**src/rtl/fsmc_bus_ctrl.sv**
```systemverilog
`default_nettype none
// ============================================================================
//  Module   : fsmc_bus_ctrl
//  Function : FSMC slave controller. Resynchronises the MCU strobes to clk,
//             latches the multiplexed address, decodes three regions, issues
//             one-clock write strobes and sequences region-0 read handshakes.
//  Revision : 1.0 - initial release
// ============================================================================
module fsmc_bus_ctrl #(
  parameter int          SYNC_STAGES = 2,
  parameter int          RD_TIMEOUT  = 16,
  parameter logic [15:0] FAULT_WORD  = 16'hDEAD
) (
  input  logic        clk,
  input  logic        rst_n,
  input  logic        ne,
  input  logic        nadv,
  input  logic        nwe,
  input  logic        noe,
  input  logic [15:0] ad_in,
  input  logic [2:0]  a_hi,
  output logic [15:0] ad_out,
  output logic        ad_oe,
  output logic [2:0]  wr_stb,
  output logic [14:0] wr_addr,
  output logic [15:0] wr_data,
  output logic        rd_req,
  output logic [14:0] rd_addr,
  input  logic [15:0] rd_data,
  input  logic        rd_ack,
  output logic        err
);

  localparam int         c_TMO_W   = $clog2(RD_TIMEOUT + 1);
  localparam logic [1:0] c_REGION0 = 2'd0;
  localparam logic [1:0] c_REGION1 = 2'd1;
  localparam logic [1:0] c_REGION2 = 2'd2;
  localparam logic [1:0] c_UNMAP   = 2'd3;

  typedef enum logic [2:0] {
    S_IDLE      = 3'd0,
    S_ADDR      = 3'd1,
    S_WRITE     = 3'd2,
    S_READ_REQ  = 3'd3,
    S_READ_HOLD = 3'd4
  } state_t;

  // Strobe bundle order: {ne, nadv, nwe, noe}
  logic [3:0]         r_sync [SYNC_STAGES];
  logic [3:0]         r_prev;
  logic [3:0]         w_cur;
  logic               w_ne_rise;
  logic               w_ne_low;
  logic               w_nadv_rise;
  logic               w_nwe_rise;
  logic               w_noe_fall;
  logic               w_noe_rise;
  logic [1:0]         w_dec_region;
  state_t             r_state;
  logic [1:0]         r_region;
  logic [c_TMO_W-1:0] r_tmo;

  // Synchroniser chains; reset to 1 so an idle bus produces no edges.
  always_ff @(posedge clk or negedge rst_n) begin
    if (!rst_n) begin
      for (int i = 0; i < SYNC_STAGES; i++) r_sync[i] <= '1;
    end else begin
      r_sync[0] <= {ne, nadv, nwe, noe};
      for (int i = 1; i < SYNC_STAGES; i++) r_sync[i] <= r_sync[i-1];
    end
  end

  // One extra register after the synchronisers for edge detection.
  always_ff @(posedge clk or negedge rst_n) begin
    if (!rst_n) r_prev <= '1;
    else        r_prev <= w_cur;
  end

  assign w_cur       = r_sync[SYNC_STAGES-1];
  assign w_ne_rise   =  w_cur[3] & ~r_prev[3];
  assign w_ne_low    = ~w_cur[3];
  assign w_nadv_rise =  w_cur[2] & ~r_prev[2];
  assign w_nwe_rise  =  w_cur[1] & ~r_prev[1];
  assign w_noe_fall  = ~w_cur[0] &  r_prev[0];
  assign w_noe_rise  =  w_cur[0] & ~r_prev[0];

  // Region decode on ADDR[18:15] = {a_hi, ad_in[15]}.
  always_comb begin
    w_dec_region = c_UNMAP;
    case ({a_hi, ad_in[15]})
      4'b1010: w_dec_region = c_REGION0;
      4'b1110: w_dec_region = c_REGION1;
      4'b1111: w_dec_region = c_REGION2;
      default: w_dec_region = c_UNMAP;
    endcase
  end

  // Bus transaction state machine with registered outputs.
  always_ff @(posedge clk or negedge rst_n) begin
    if (!rst_n) begin
      r_state  <= S_IDLE;
      r_region <= c_UNMAP;
      r_tmo    <= '0;
      ad_out   <= '0;
      ad_oe    <= 1'b0;
      wr_stb   <= '0;
      wr_addr  <= '0;
      wr_data  <= '0;
      rd_req   <= 1'b0;
      rd_addr  <= '0;
      err      <= 1'b0;
    end else begin
      wr_stb <= '0;
      if (w_ne_rise) begin
        // Chip-select release aborts whatever is in flight, without a strobe.
        r_state <= S_IDLE;
        rd_req  <= 1'b0;
        ad_oe   <= 1'b0;
      end else begin
        case (r_state)
          S_IDLE: begin
            if (w_nadv_rise && w_ne_low) begin
              r_region <= w_dec_region;
              wr_addr  <= ad_in[14:0];
              rd_addr  <= ad_in[14:0];
              r_state  <= S_ADDR;
            end
          end
          S_ADDR: begin
            if (w_nwe_rise) begin
              // A read edge coinciding with a write edge is dropped and flagged.
              wr_data <= ad_in;
              r_state <= S_WRITE;
              if (w_noe_fall) err <= 1'b1;
            end else if (w_noe_fall) begin
              if (r_region == c_REGION0) begin
                rd_req  <= 1'b1;
                r_tmo   <= '0;
                r_state <= S_READ_REQ;
              end else begin
                ad_out  <= FAULT_WORD;
                ad_oe   <= 1'b1;
                r_state <= S_READ_HOLD;
              end
            end else if (w_nadv_rise) begin
              r_region <= w_dec_region;
              wr_addr  <= ad_in[14:0];
              rd_addr  <= ad_in[14:0];
            end
          end
          S_WRITE: begin
            if (r_region == c_UNMAP) err    <= 1'b1;
            else                     wr_stb <= 3'b001 << r_region;
            r_state <= S_ADDR;
          end
          S_READ_REQ: begin
            if (rd_ack) begin
              ad_out  <= rd_data;
              ad_oe   <= 1'b1;
              rd_req  <= 1'b0;
              r_state <= S_READ_HOLD;
            end else if (r_tmo == c_TMO_W'(RD_TIMEOUT - 1)) begin
              ad_out  <= FAULT_WORD;
              ad_oe   <= 1'b1;
              rd_req  <= 1'b0;
              err     <= 1'b1;
              r_state <= S_READ_HOLD;
            end else begin
              r_tmo <= r_tmo + 1'b1;
            end
          end
          S_READ_HOLD: begin
            if (w_noe_rise) begin
              ad_oe   <= 1'b0;
              r_state <= S_ADDR;
            end
          end
          default: r_state <= S_IDLE;
        endcase
      end
    end
  end

endmodule
`default_nettype wire

```
**config.mk**
```make
export PLATFORM = sky130hd
export DESIGN_NAME = fsmc_bus_ctrl
export DESIGN_NICKNAME = d
export VERILOG_FILES = /design/src/rtl/fsmc_bus_ctrl.sv
export SDC_FILE = /design/constraint.sdc
export NUM_CORES = 1
export LEC_CHECK = 0
export BUFFER_PORTS_ARGS = -buffer_cell sky130_fd_sc_hd__buf_2
export CAP_MARGIN = 25
export CORE_MARGIN = 2
export CORE_UTILIZATION = 50
export CTS_BUF_LIST = sky130_fd_sc_hd__clkbuf_2
export CTS_CLUSTER_DIAMETER = 150
export CTS_CLUSTER_SIZE = 24
export DETAILED_ROUTE_END_ITERATION = 10
export MAX_ROUTING_LAYER = met4
export PLACE_DENSITY_LB_ADDON = 0.08
export SYNTH_ARGS = -nofsm -noshare
export SYNTH_HDL_FRONTEND = slang
export SYNTH_SLANG_ARGS = --single-unit
```
**constraint.sdc**
```tcl
create_clock -name clk -period 3.65 [get_ports clk]
set_input_delay 0.73 -clock clk [delete_from_list [all_inputs] [get_ports clk]]
set_output_delay 0.73 -clock clk [all_outputs]
set_load 0.1 [all_outputs]
```
==> results.py, run 1 <==
metrics = {
    "status": {
        "status": "finished clean",
    },
    "setup_path": {
        "worstPathRequired_ns": 3.98,
        "worstSetupPathType": "register to register",
        "reg2reg_depth": 7,
        "cp-end-kind": "register",
        "cp.arrival_ns": 2.58,
        "crit_path_start_kind": "register",
        "worstPathMaxFanout": 8,
    },
    "logic_synthesis": {
        "ys_types": 47,
        "yosysWarnings": 0,
        "synth_top_cell_area_share_pct": 46.18,
        "async_reset_ff_share_pct": 100.0,
        "syn-num-nets": 299,
        "synthFlopType": "dfrtp_1",
        "synth_edf_count": 0,
        "netlist_area_um2": 3306,
        "synth_area_leader_cell": "dfrtp_1",
        "synth_area_leaders": "dfrtp_1 (46%), mux2_2 (14%), dfstp_2 (11%)",
        "synth_cells": 255,
        "seq_area_frac_synth_pct": 57.31,
        "syn_avg_cell_area_um2": 12.96,
        "synth_seq_cells": 75,
    },
    "clocking": {
        "numCtsBuffers": 9,
        "cts_setup_buffers": 0,
        "clock-sinks": 75,
        "clockBufferDepth": 2,
        "cts_max_level": 3,
        "hold_buffers": 0,
        "cts_repair_resize_count": 0,
        "clk_pin_slew_ns": 0.18,
        "clock_latency_ns": 0.47,
        "cts_root_buf": "clkbuf_2",
        "cts_tree": "done",
    },
    "timing": {
        "whs_ns": 0.3402,
        "fmax_mhz": 445.0,
        "post-route-min-period_ns": 2.247,
        "setup_viol_count_final": 0,
        "period_share_pct": 61.57,
        "finalSetupTns_ns": 0,
        "report.final.slew_viol_count": 0,
        "hold_viol": 0,
        "rsz0062_at_grt": "no",
        "tightest_slew_ns": 0.8861,
        "skew_ns": 0.04016,
        "slew-limit-headroom_pct": 40.93,
    },
    "placement": {
        "place_hpwl_um": 4030,
        "port_buffers": 109,
        "gp_congestion": 0.8054,
    },
    "floorplan": {
        "die_h_um": 85.31,
        "io_pins": 110,
        "coreArea_um2": 6386,
        "rows": 29,
        "initial_utilization_pct": 51.76,
        "die-area_um2": 7278,
        "fp.dieW_um": 85.31,
    },
    "layout": {
        "final_layout_size_suffix_gt1_share_pct": 52.96,
        "post-route-util_pct": 61.30,
        "areaGrowthSynthToFinish_pct": 18.43,
        "diodes": 0,
        "nets": 395,
        "nFillCells": 562,
    },
    "global_routing": {
        "grt_max_degree": 76,
        "antenna_found_initial": 0,
        "overflow": 0,
        "grt_util_all_layers_pct": 16.91,
        "grt_pass1_wl_um": 9294,
        "grt_pass1_vias": 2049,
    },
    "detailed_routing": {
        "detail_route.iter0.violations": 122,
        "post_drt_wl_per_cell_um": 13.22,
        "avgViaCountPerCell": 5.093,
        "drt_first_pass_iters": 4,
        "drt-total-wl_um": 5710,
        "postRouteAntennaNets": 0,
        "drc": 0,
        "dr_total_vias": 2200,
    },
    "hold_path": {
        "min_path_cells": 1,
        "hold_class": "primary input to register",
    },
    "run": {
        "drv_cap": 0,
    },
}
[cells in the mapped netlist (2+ instances only)]
cell       n
nor2_1     7
inv_1      9
ha_1       2
or4_1      2
clkbuf_1   2
o21ai_0    8
buf_6      3
nand3b_1   3
buf_2      3
mux2_2    40
a31oi_1    2
nand2b_1  16
nor3_1     2
nor2b_1    3
o31ai_1    2
buf_4     15
dfstp_2   14
nor3b_1    4
nand3_1    5
dfrtp_1   61
and3_1     2
mux2_4     3
o211ai_1   5
mux2i_1    6
a21oi_1    2
a41oi_1    2
nand2_1   11
o41ai_1    2
[flip-flops by register name, indices dropped and copies added, names as in the netlist]
| signal | count |
|---|---|
| rd_req | 1 |
| ad_out | 16 |
| wr_stb | 3 |
| r_prev | 4 |
| r_region | 2 |
| r_sync | 4 |
| rd_addr | 15 |
| r_state | 3 |
| r_tmo | 5 |
| wr_data | 16 |
| w_cur | 4 |
| err | 1 |
| ad_oe | 1 |
[critical path, stage by stage (launching register included)]
cell and delay (ns):
dfrtp_1 0.44, ha_1 0.23, and3_1 0.15, ha_1 0.21, nor3b_1 0.44, a41oi_1 0.24
o31ai_1 0.32, o21ai_0 0.11
[kinds of logic (layout without fill, tap and decap cells)]
group | after synthesis | after routing | share of synthesized area, %
flip-flops | 75 | 75 | 57.30
AND/OR/NAND/NOR | 66 | 66 | 12.04
multiplexers | 50 | 50 | 17.15
buffers and inverters | 33 | 133 | 6.737
AO/OA/AOI/OAI | 28 | 28 | 5.754
adder cells (fa/ha/maj) | 2 | 2 | 0.7569
XOR/XNOR | 1 | 1 | 0.2650
[per-layer routing]
layer	vias to the layer above	share of wire (%)	global-route usage (%)	routed length (µm)
li1	1074	-	-	-
met1	1068	46	21.16	2600
met2	53	49	25.71	2813
met3	5	4.3	4.280	244
met4	0	0.89	8.225	51
met5	-	0	-	0
[cell usage in the layout, fill, tap and decap left out, types with 2 or more instances in the layout]
cell and instances:
dfrtp_1 61, mux2i_1 6, mux2_4 3, nor3_1 2
o31ai_1 2, ha_1 2, mux2_2 40, o41ai_1 2
a41oi_1 2, nor2b_1 3, a21oi_1 2, or4_1 2
buf_2 108, bufinv_16 3, nand3_1 5, nand3b_1 3
nor3b_1 4, nand2b_1 16, o211ai_1 5, clkbuf_2 11
dfstp_2 14, nor2_1 7, and3_1 2, inv_1 9
a31oi_1 2, o21ai_0 8, nand2_1 11
[worst paths after layout]
| check | start | endpoint | slack (ns) |
|---|---|---|---|
| worst max-delay path | r_tmo[0] | r_tmo[2] | 1.40 |
| worst min register to register | r_sync[6] | w_cur[2] | 0.37 |
| max in group asynchronous | rst_n | r_tmo[0] | 2.71 |
| worst min-delay path | ne | r_sync[7] | 0.34 |
| worst max register to register | r_tmo[0] | r_tmo[2] | 1.40 |
| min in group asynchronous | rst_n | ad_out[9] | 0.36 |
[metrics by stage]
stage	area [µm²]	instances	setup WS, ns
global route	3915	432	1.239
global placement	3761	417	1.424
detailed placement	3761	417	1.408
CTS	3915	432	1.359
finish	3915	432	1.403
floorplan	3306	255	1.583
[area by class of cell]
class | count | area [µm²] | area share, %
Inverter | 9 | 33.78 | 0.8629
Sequential cell | 75 | 1894 | 48.39
Timing Repair Buffer | 109 | 548.0 | 14.00
Multi-Input combinational cell | 147 | 1189 | 30.36
Clock buffer | 11 | 55.05 | 1.406
Tap cell | 77 | 96.34 | 2.461
Clock inverter | 4 | 98.84 | 2.525
Power of run 1 is left out: the tool's default activity adds up to more than one toggle a clock period on the data nets, which glitch-free logic cannot reach.
==> inputs of run 2 (changes only) <==
==> constraint.sdc (replaced) <==
create_clock -name clk -period 2.25 [get_ports clk]
set_input_delay 0.45 -clock clk [delete_from_list [all_inputs] [get_ports clk]]
set_output_delay 0.45 -clock clk [all_outputs]
set_load 0.1 [all_outputs]
==> run 2 against run 1 <==
  * Non-clock buffer count increased by 12
  * Die area unchanged
  * Routed wire length increased by 3.4%
==> results.py, run 2 (same netlist as run 1, synthesis figures left out) <==
metrics = {
    "clocking": {
        "cts_repair_resize_count": 0,
        "clockBufferDepth": 2,
        "clock_latency_ns": 0.48,
        "clk_pin_slew_ns": 0.18,
        "cts_setup_buffers": 0,
        "cts_root_buf": "clkbuf_2",
        "cts_tree": "done",
        "cts_max_level": 3,
        "numCtsBuffers": 9,
        "clock-sinks": 75,
        "hold_buffers": 1,
    },
    "floorplan": {
        "die_h_um": 85.31,
        "rows": 29,
        "coreArea_um2": 6386,
        "initial_utilization_pct": 51.76,
        "io_pins": 110,
        "die-area_um2": 7278,
        "fp.dieW_um": 85.31,
    },
    "hold_path": {
        "holdCritStartpoint": "nadv",
        "hold_class": "primary input to register",
    },
    "setup_path": {
        "startpoint": "r_tmo[0]",
        "crit_path_start_kind": "register",
        "worstPathRequired_ns": 2.62,
        "cp-endpoint": "ad_out[12]",
        "worstPathMaxFanout": 18,
        "cp-end-kind": "register",
        "rr_endpoint": "ad_out[12]",
        "cp_top_family": "simple AND/OR/NAND/NOR gates",
        "reg2reg_depth": 6,
        "cpMostUsedCell": "ha_1",
        "crit_chain": "ha_1 -> and3_1 -> ha_1 -> nor3_1 -> or4_4 -> mux2_4",
        "cpMaxStageDelayCell": "or4_4",
        "reg2reg_slack_ns": 0.19,
        "slowest_delay_ns": 0.58,
        "critPathBufInv": 0,
        "cp.arrival_ns": 2.42,
        "crit_cells": 6,
        "worstSetupPathType": "register to register",
        "rr_startpoint": "r_tmo[0]",
    },
    "detailed_routing": {
        "dr_total_vias": 2258,
        "postRouteAntennaNets": 0,
        "avgViaCountPerCell": 5.074,
        "drt-total-wl_um": 5904,
        "post_drt_wl_per_cell_um": 13.27,
        "detail_route.iter0.violations": 121,
        "drt_first_pass_iters": 4,
        "drc": 0,
    },
    "global_routing": {
        "grt_pass1_wl_um": 9970,
        "grt_util_met2_pct": 28.13,
        "grt_use_met3_pct": 4.377,
        "use_met1_pct": 22.06,
        "grt_util_all_layers_pct": 17.94,
        "antenna_found_initial": 0,
        "grt-busiest-layer": "met2",
        "overflow": 0,
        "grt_max_degree": 40,
        "grt_pass1_vias": 2198,
    },
    "layout": {
        "top_regs": "ad_out: 16 flops, wr_data: 16 flops, rd_addr: 15 flops",
        "mostFrequentLayoutCells": "buf_2 (108), dfrtp_1 (61), mux2_2 (40)",
        "areaGrowthSynthToFinish_pct": 21.23,
        "final_layout_size_suffix_gt1_share_pct": 53.53,
        "nets": 407,
        "diodes": 0,
        "final_common_cell": "buf_2",
    },
    "timing": {
        "finalSetupTns_ns": 0,
        "hold_viol": 0,
        "report.final.slew_viol_count": 0,
        "setup_viol_count_final": 0,
        "rsz0062_at_grt": "no",
        "tightest_slew_ns": 0.6736,
        "skew_ns": 0.02968,
        "slew-limit-headroom_pct": 54.50,
        "fmax_mhz": 486.0,
        "period_share_pct": 91.45,
        "post-route-min-period_ns": 2.058,
    },
    "placement": {
        "gp_congestion": 0.8782,
        "place_hpwl_um": 4286,
        "port_buffers": 109,
    },
    "run": {
        "drv_cap": 0,
    },
    "status": {
        "status": "finished clean",
    },
}
[run 2: worst min-delay path by stage]
stage,slack [ns],end,cells after the start
2_1_floorplan,0.15,ad_oe,0
3_3_place_gp,0.35,w_cur[0],0
3_5_place_dp,0.35,w_cur[1],0
4_1_cts,0.008,r_sync[5],1
5_1_grt,0.0005,r_sync[6],1
6_report,0.07,r_sync[6],1
[run 2: routing by layer]
| metal | share of wire [%] | wire length (µm) |
|---|---|---|
| met2 | 50 | 2932 |
| met1 | 44 | 2627 |
| met3 | 4.4 | 261 |
| met4 | 1.4 | 82 |
| met5 | 0 | 0 |
[run 2: per-stage QoR]
stage	setup slack, ns	util (%)	hold slack, ns	std cells	cell area, µm²
final	0.1923	62.75	0.06512	445	4008
after global routing	0.04584	62.75	0.0005340	445	4008
after CTS	0.1903	62.28	0.007617	442	3978
after detailed placement	0.2232	60.03	0.3475	425	3834
after global placement	0.2395	60.03	0.3460	425	3834
after floorplan	0.2616	-	0.1544	255	3306
[run 2: cell type report]
| type | instances | area (µm²) |
|---|---|---|
| sequential | 75 | 1894 |
| inverter | 9 | 33.78 |
| timing repair buffer | 121 | 660.6 |
| fill | 540 | 2379 |
| tap | 77 | 96.34 |
| clock buffer | 11 | 55.05 |
| clock inverter | 5 | 78.83 |
| multi-input combinational | 147 | 1189 |
Power of run 2 is left out for the same reason.
